`config.mk`:
```
export PLATFORM = sky130hd
export DESIGN_NAME = aeolus_sequencer
export DESIGN_NICKNAME = d
export VERILOG_FILES = /design/src/rtl/aeolus_pkg.sv /design/src/rtl/aeolus_step_capture.sv /design/src/rtl/aeolus_sequencer.sv
export SDC_FILE = /design/constraint.sdc
export NUM_CORES = 1
export LEC_CHECK = 0
export ABC_AREA = 1
export BUFFER_PORTS_ARGS = -buffer_cell sky130_fd_sc_hd__buf_2
export CAP_MARGIN = 40
export CORE_MARGIN = 2
export CORE_UTILIZATION = 48
export DETAILED_ROUTE_END_ITERATION = 8
export PLACE_DENSITY = 0.83
export SKIP_CTS_REPAIR_TIMING = 1
export SYNTH_ARGS = -nofsm -noshare
export SYNTH_HDL_FRONTEND = slang
export SYNTH_SLANG_ARGS = --single-unit
```
`constraint.sdc`:
```
create_clock -name clk -period 1.8 [get_ports clk]
set_input_delay 0.18 -clock clk [delete_from_list [all_inputs] [get_ports clk]]
set_output_delay 0.18 -clock clk [all_outputs]
set_load 0.03 [all_outputs]
```
`src/rtl/aeolus_pkg.sv`:
```
// Aeolus CPU shared definitions.
// Sequencer state encodings and opcode constants.
package aeolus_pkg;

  typedef enum logic [1:0] {
    SEQ_IDLE  = 2'b00,
    SEQ_FETCH = 2'b01,
    SEQ_EXEC  = 2'b10,
    SEQ_HALT  = 2'b11
  } seq_state_t;

  localparam int SKIP_INC = 2;

  localparam logic [3:0] OP_NOP  = 4'h0;
  localparam logic [3:0] OP_SNZA = 4'hc;
  localparam logic [3:0] OP_SNZS = 4'hd;

endpackage

```
`src/rtl/aeolus_step_capture.sv`:
```
// Step button edge detector with a pending flag.
// The flag survives until the sequencer consumes it.
module aeolus_step_capture (
  input  logic clk,
  input  logic reset,
  input  logic step,
  input  logic consume,
  output logic step_pend
);

  logic step_prev;

  always_ff @(posedge clk or negedge reset) begin
    if (!reset) begin
      step_prev <= 1'b0;
      step_pend <= 1'b0;
    end else begin
      step_prev <= step;
      // a fresh edge wins over a same-cycle consume
      step_pend <= (step_pend & ~consume) | (step & ~step_prev);
    end
  end

endmodule

```
`src/rtl/aeolus_sequencer.sv`:
```
// Aeolus fetch/execute sequencer.
// Owns PC and IR; one execute strobe per instruction.
module aeolus_sequencer
  import aeolus_pkg::*;
#(
  parameter int ADDR_WIDTH   = 5,
  parameter int OPCODE_WIDTH = 4,
  parameter bit HALT_ON_WRAP = 1'b1
) (
  input  logic                    clk,
  input  logic                    reset,
  input  logic                    tick,
  input  logic                    run,
  input  logic                    step,
  input  logic [OPCODE_WIDTH-1:0] opcodeIn,
  input  logic                    skipCond,
  output logic [ADDR_WIDTH-1:0]   pcOut,
  output logic [OPCODE_WIDTH-1:0] instrOut,
  output logic                    execEn,
  output logic                    halted,
  output logic [1:0]              stateOut
);

  localparam logic [ADDR_WIDTH:0] INC_ONE  = (ADDR_WIDTH+1)'(1);
  localparam logic [ADDR_WIDTH:0] INC_SKIP = (ADDR_WIDTH+1)'(SKIP_INC);

  seq_state_t              state, state_n;
  logic [ADDR_WIDTH-1:0]   pc_n;
  logic [OPCODE_WIDTH-1:0] ir_n;
  logic [ADDR_WIDTH:0]     sum;
  logic                    step_pend;
  logic                    consume;

  aeolus_step_capture u_step (
    .clk       (clk),
    .reset     (reset),
    .step      (step),
    .consume   (consume),
    .step_pend (step_pend)
  );

  assign sum = {1'b0, pcOut} + (skipCond ? INC_SKIP : INC_ONE);

  // pending steps only matter while stopped; otherwise they are dropped
  assign consume = tick & (run | (state == SEQ_IDLE) | (state == SEQ_HALT));

  always_comb begin
    state_n = state;
    pc_n    = pcOut;
    ir_n    = instrOut;
    if (tick) begin
      unique case (state)
        SEQ_IDLE: begin
          if (run || step_pend) state_n = SEQ_FETCH;
        end
        SEQ_FETCH: begin
          ir_n    = opcodeIn;
          state_n = SEQ_EXEC;
        end
        SEQ_EXEC: begin
          if (HALT_ON_WRAP && sum[ADDR_WIDTH]) begin
            pc_n    = '0;
            state_n = SEQ_HALT;
          end else begin
            pc_n    = sum[ADDR_WIDTH-1:0];
            state_n = run ? SEQ_FETCH : SEQ_IDLE;
          end
        end
        SEQ_HALT: begin
          if (step_pend && !run) state_n = SEQ_IDLE;
        end
        default: state_n = SEQ_IDLE;
      endcase
    end
  end

  always_ff @(posedge clk or negedge reset) begin
    if (!reset) begin
      state    <= SEQ_IDLE;
      pcOut    <= '0;
      instrOut <= '0;
    end else begin
      state    <= state_n;
      pcOut    <= pc_n;
      instrOut <= ir_n;
    end
  end

  assign execEn   = (state == SEQ_EXEC) & tick;
  assign halted   = (state == SEQ_HALT);
  assign stateOut = state;

endmodule

```
==> results of run 1 <==
[how the worst max path moves through the flow]
stage,end,start,cells after the start
after CTS,pcOut[4]$_DFFE_PN0P_,pcOut[0]$_DFFE_PN0P_,6
after global placement,pcOut[2]$_DFFE_PN0P_,pcOut[0]$_DFFE_PN0P_,5
final,execEn,stateOut[0]$_DFFE_PN0P_,4
after global routing,pcOut[4]$_DFFE_PN0P_,pcOut[0]$_DFFE_PN0P_,6
after floorplan,pcOut[2]$_DFFE_PN0P_,pcOut[0]$_DFFE_PN0P_,5
after detailed placement,pcOut[2]$_DFFE_PN0P_,pcOut[0]$_DFFE_PN0P_,5
[layout make-up]
class,instances,share of cell area (%)
Sequential cell,13,36.72
Clock buffer,3,2.542
Multi-Input combinational cell,57,38.14
Inverter,15,6.356
Clock inverter,1,0.5650
Tap cell,15,2.119
Timing Repair Buffer,23,13.56
[metrics by stage]
stage	utilization (%)	std cells	total power [µW]	hold WS (ps)
after CTS	64.87	126	1544	-228.8
after floorplan	-	85	1131	-115.6
final	65.62	127	1526	19.48
after global routing	65.62	127	1650	4.560
after global placement	62.84	122	1326	82.90
after detailed placement	62.84	122	1356	86.32
[Yosys cell counts]
| cell | n |
|---|---|
| clkinv_1 | 1 |
| inv_1 | 11 |
| nor2_8 | 1 |
| dfrtp_1 | 13 |
| nand3b_1 | 1 |
| inv_2 | 3 |
| nand3_2 | 2 |
| nand2_1 | 21 |
| ha_1 | 2 |
| fa_1 | 1 |
| xnor2_2 | 1 |
| nor2_1 | 4 |
| xor2_1 | 1 |
| nand3_1 | 7 |
| o21ai_0 | 10 |
| nand4_1 | 2 |
| nand2_2 | 2 |
| nand2_4 | 1 |
| a21oi_1 | 1 |
[state kept, by name (all words and copies together), names as in the netlist]
| register | flops |
|---|---|
| instrOut | 4 |
| pcOut | 5 |
| u_step.step_prev | 1 |
| u_step.step_pend | 1 |
| stateOut | 2 |
[cells in the final DEF (no fill, tap or decap), types with 3 or more instances in the layout]
master     n
o21ai_0   10
clkbuf_4   3
nor2_1     4
dfrtp_1   13
buf_2     22
inv_1     11
nand3_1    7
inv_2      3
nand2_1   21
[critical path: stages, from the launching register on]
cell,delay [ps]
dfrtp_1,460
inv_2,110
nand2_4,80
nor2_8,140
buf_2,220
[kinds of logic (layout without fill, tap and decap cells)]
kind of cell	after synthesis	after routing	share of synthesized area (%)
buffers and inverters	15	42	7.826
adder cells (fa/ha/maj)	3	3	6.260
AND/OR/NAND/NOR	41	41	29.56
flip-flops	13	13	45.22
XOR/XNOR	2	2	3.479
AO/OA/AOI/OAI	11	11	7.652
[per-layer routing]
metal	GRT usage [%]	part of all wire (%)	vias up
met4	9.375	1.5	0
met2	29.09	48	22
met3	3.830	6.4	4
li1	-	-	327
met5	0	0	-
met1	20.27	44	282
[where the power goes]
group	total, µW	leakage (µW)	switching (µW)	internal (µW)
logic	792	0.000337	541	251
registers	555	0.000162	139	416
clock network	180	0.0000177	97.3	82.5
total	1530	0.000516	777	749
==> summary.md, run 1 <==
| Metric | Value |
|---|---|
| Status | completed |
| Max_cap viols | 0 |
| Fmax | 0.6844 GHz |
| Post-Syn Area | 719.4 µm² |
| Die Wd | 42.72 µm |
| Final wirelength | 1.368 mm |
| Period utilization | 81.17% |
| Gr ovfl total | 0 |
| Post-synthesis cell type count | 19 |
| Placed inst area | 848.3 µm² |
| Initial antenna violation count | 0 |
| TritonCTS clock tree | yes |
| # IOs | 23 |
| Crit path time final | 1461 ps |
| Nets | 126 |
| Pre-CTS setup slack | around 330 ps |
| Num CTS Buffers | 3 |
| # rows | 13 |
| Worst skew pair latency | 280 ps |
| Peak supply drop | 1155 µV |
| DP HPWL | 1.052 mm |
| Pin count of the biggest net entering global routing | 14 |
| Critical Path End Type | output port |
| Yosys top cell area share | 45.22% |
| Setup Skew | 9.755 ps |
| Root Driver | clkbuf_4 |
| Number of I/O port buffers | 22 |
| RSZ-0062 raised after global routing | no |
| Worst EP required | roughly 1600 ps |
| Clk sink count | 13 |
| Yosys reg bits | 13 |
| Worst R2R Start | pcOut[0]$_DFFE_PN0P_ |
| Detailed router's first-iteration violation count | 6 |
| GRT Total Usage | 17.33% |
| Fin. Hold Viols | 0 |
| Number of antenna diodes | 0 |
| Starting Density | 53.29% |
| DR WL/cell | 10.77 µm |
| Die height | between 40 and 50 µm |
| Vias/cell | 5.000 |
| Worst Setup Start Kind | flip-flop |
| Clock-pin slew on the worst setup and hold paths | 70 ps |
| Fillers | about 120 |
| Area Growth Syn to Fin | 23.13% |
| Rel. slew slack | 80.09% |
| WHS Path Cells | 1 |
| Worst-margin pin slew | 298.7 ps |
| Critical path arrival | 1280 ps |
| DRC | 0 |
| Area occupied by multi-input gates | between 300 and 400 µm² |
| Slew Viols, Final | 0 |
| Critical path class | flip-flop to output port |
| Reg2reg end | pcOut[4]$_DFFE_PN0P_ |
| Post-route ant nets | 0 |
| FF/Latch Area | 325.3 µm² |
| Die ar. | 1825 µm² |
| Post-Syn Instances | 85 |
| Dominant cell type by area after synthesis | dfrtp_1 |
| Power density cells | roughly 1700 nW/µm² |
| Fin area | 885.9 µm² |
| Core area | about 1400 µm² |
| CTS max path bufs | 2 |
| Net Count, Synth | 98 |
| FF-to-FF path depth | 6 |
| Worst setup margin | 338.9 ps |
| Hold Startpoint | step |
| Drt pass-1 iters | 4 |
| Total number of vias | 635 |
| Crit-path max FO | 7 |
| R2r setup slk | 350 ps |
| Syn_area_per_cell | 8.464 µm² |
| Setup TNS | 0 ps |
| Share of layout cells above drive strength 1 | roughly 32% |
| Setup violations, final | 0 |
| First-pass GRT wire length | ~2.3 mm |
| H-tree levels | 1 |
| Min-delay worst type | input pin to flip-flop |
| Number of global-route vias before repair | ~560 |
| Seq/Total Area, Yosys | 45.22% |
| Static Leak | 0.0005164 µW |
| Yosys warns | 0 |
| Synth top area cells | dfrtp_1, nand2_1, o21ai_0 |
| GP Congestion | ~0.79 |
| Hold Path Sink | u_step.step_prev$_DFF_PN0_ |
(Power assumes the default switching activity.)
==> run 2, diff against run 1 <==
CORE_UTILIZATION = 43   (was 48)
PLACE_DENSITY = 0.79   (was 0.83)
clock period = 1.3 ns   (was 1.8 ns; I/O delays follow)
==> summary.md, run 2 (synthesis gave the netlist of run 1 again) <==
| Metric | Value |
|---|---|
| Status | complete, but fails checks (was completed) |
| Failing checks | setup timing |
| Setup Skew | 5.924 ps (was 9.755 ps) |
| CP max stage delay | 430 ps (was 460 ps) |
| # IOs | 23 (unchanged) |
| Crit path time final | 1373 ps |
| GP Congestion | 0.8186 (was 0.7930) |
| First-pass GRT wire length | 2.449 mm (was 2.304 mm) |
| Period utilization | 105.6% |
| Worst setup startpoint | pcOut[0]$_DFFE_PN0P_ (was stateOut[0]$_DFFE_PN0P_) |
| Root Driver | clkbuf_4 (unchanged) |
| DR WL/cell | 10.99 µm (was 10.77 µm) |
| Num CTS Buffers | 3 (unchanged) |
| Clock-pin slew on the worst setup and hold paths | 80 ps (was 70 ps) |
| GRT Total Usage | 16.64% (was 17.33%) |
| CTS max path bufs | 2 (unchanged) |
| Post-route ant nets | 0 (unchanged) |
| Hold Startpoint | opcodeIn[2] (was step) |
| R2r setup slk | -70 ps (was 350 ps) |
| Die height | 44.91 µm (was 42.72 µm) |
| Worst Setup Start Kind | flip-flop (unchanged) |
| Critical path's slowest cell | dfrtp_2 (was dfrtp_1) |
| Hold_ws | 98.18 ps (was 19.48 ps) |
| Drt pass-1 iters | 4 (unchanged) |
| Most common cell after layout, fill and taps aside | buf_2 (unchanged) |
| Critical path class | flip-flop to flip-flop (was flip-flop to output port) |
| Crit-path max FO | 3 (was 7) |
| Nets | 129 (was 126) |
| Die Wd | 44.91 µm (was 42.72 µm) |
| Peak supply drop | 1664 µV (was 1155 µV) |
| Worst skew pair latency | 270 ps (was 280 ps) |
| Setup TNS | -100.2 ps (was 0 ps) |
| Detailed router's first-iteration violation count | 12 (was 6) |
| Fmax | around 0.73 GHz |
| Clk sink count | 13 (unchanged) |
| Core area | 1541 µm² (was 1350 µm²) |
| Crit path cell chain | ha_4 > fa_2 > xor2_1 > nand3_1 > o21ai_1 (was inv_2 > nand2_4 > nor2_8 > buf_2) |
| Number of I/O port buffers | 22 (unchanged) |
| Min-delay worst type | input pin to flip-flop (unchanged) |
| Power density cells | 2310 nW/µm² (was 1723 nW/µm²) |
| # rows | 14 (was 13) |
| Area Growth Syn to Fin | 36.52% (was 23.13%) |
| Vias/cell | 4.901 (was 5.000) |
| Placed Cells | 124 (was 122) |
| DP HPWL | 1.113 mm (was 1.052 mm) |
| Worst R2R Start | pcOut[0]$_DFFE_PN0P_ (unchanged) |
| Worst-margin pin slew | 293.2 ps (was 298.7 ps) |
| Number of antenna diodes | 0 (unchanged) |
| Worst EP required | 1470 ps (was 1620 ps) |
| H-tree levels | 1 (unchanged) |
| Final wirelength | 1.440 mm (was 1.368 mm) |
| RSZ-0062 raised after global routing | yes (was no) |
| Fin area | 982.2 µm² (was 885.9 µm²) |
| FF-to-FF path depth | 5 (was 6) |
| Most frequent cells in the layout | buf_2, nand2_1, inv_1, o21ai_0, dfrtp_1 (was buf_2, nand2_1, dfrtp_1, inv_1, o21ai_0) |
| WHS Path Cells | 3 (was 1) |
| Share of layout cells above drive strength 1 | 43.48% (was 32.14%) |
| Placed inst area | 878.3 µm² (was 848.3 µm²) |
| Fin. Hold Viols | 0 (unchanged) |
| Static Leak | 0.0005267 µW (was 0.0005164 µW) |
| Final std cells w/o fill | 131 (was 127) |
| Rel. slew slack | 80.45% (was 80.09%) |
| Slew Viols, Final | 0 (unchanged) |
| Setup violations, final | 3 (was 0) |
| Number of global-route vias before repair | 628 (was 556) |
| Final core utilization | 63.72% (was 65.62%) |
| Critical Path End Type | flip-flop (was output port) |
| Die ar. | 2016 µm² (was 1825 µm²) |
| Reg2reg end | pcOut[2]$_DFFE_PN0P_ (was pcOut[4]$_DFFE_PN0P_) |
| Critical path arrival | 1540 ps (was 1280 ps) |
| Total number of vias | 642 (was 635) |
| Largest Register | pcOut (unchanged) |
| TritonCTS clock tree | yes (unchanged) |
| Pin count of the biggest net entering global routing | 14 (unchanged) |
| Max reg flops | 5 (unchanged) |
| Gr ovfl total | 0 (unchanged) |
| Initial antenna violation count | 0 (unchanged) |
| Worst setup margin | -72.91 ps (was 338.9 ps) |
| DRC | 0 (unchanged) |
| Max_cap viols | 0 (unchanged) |
| Starting Density | 46.67% (was 53.29%) |
| Hold Path Sink | instrOut[2]$_DFFE_PN0P_ (was u_step.step_prev$_DFF_PN0_) |
## run 2: cell count changes in the layout (fill, tap and decap cells not counted), moves of 3 or more
cell,before,now
dfrtp_2,0,4
nand2_2,2,5
nand2_1,21,18
dfrtp_1,13,9
## run 2: cell type report
| type | instances | area (µm²) |
|---|---|---|
| Fill cell | 129 | 559.3 |
| Multi-Input combinational cell | 57 | 396.6 |
| Sequential cell | 13 | 330.3 |
| Timing Repair Buffer | 26 | 151.4 |
| Inverter | 15 | 56.30 |
| Clock buffer | 3 | 22.52 |
| Tap cell | 16 | 20.02 |
| Clock inverter | 1 | 5.005 |
## run 2: how the worst max path moves through the flow
| stage | to | slack [ps] | depth (start not counted) |
|---|---|---|---|
| after floorplan | pcOut[2]$_DFFE_PN0P_ | -120 | 5 |
| after global placement | pcOut[2]$_DFFE_PN0P_ | -30 | 5 |
| after detailed placement | pcOut[2]$_DFFE_PN0P_ | -60 | 5 |
| after CTS | execEn | -110 | 4 |
| after global routing | pcOut[2]$_DFFE_PN0P_ | -130 | 5 |
| final | pcOut[2]$_DFFE_PN0P_ | -70 | 5 |
## run 2: critical path: cells and delay by family, from the launching register on
kind | cells | cell delay (ps)
xor gates and xnor gates | 1 | 150
AOI/OAI and AO/OA | 1 | 60
DFF | 1 | 430
adders and majority gates | 2 | 540
and+or+nand+nor | 1 | 90
## run 2: per-stage QoR
stage	power (µW)	setup slack [ps]
floorplan	1596	-123.5
global route	2471	-128.7
CTS	2194	-106.5
detailed placement	1942	-59.12
finish	2269	-72.91
global placement	1893	-26.17
## run 2: metal layers
layer,GRT usage [%],wire [µm],vias up
li1,-,-,333
met1,18.21,637,291
met2,30.14,722,18
met3,6.000,79,0
met4,4.706,0,0
met5,0,0,-
## run 2: where the power goes
part	switching, µW	internal (µW)
combinational	801	422
sequential	213	588
clock	131	114
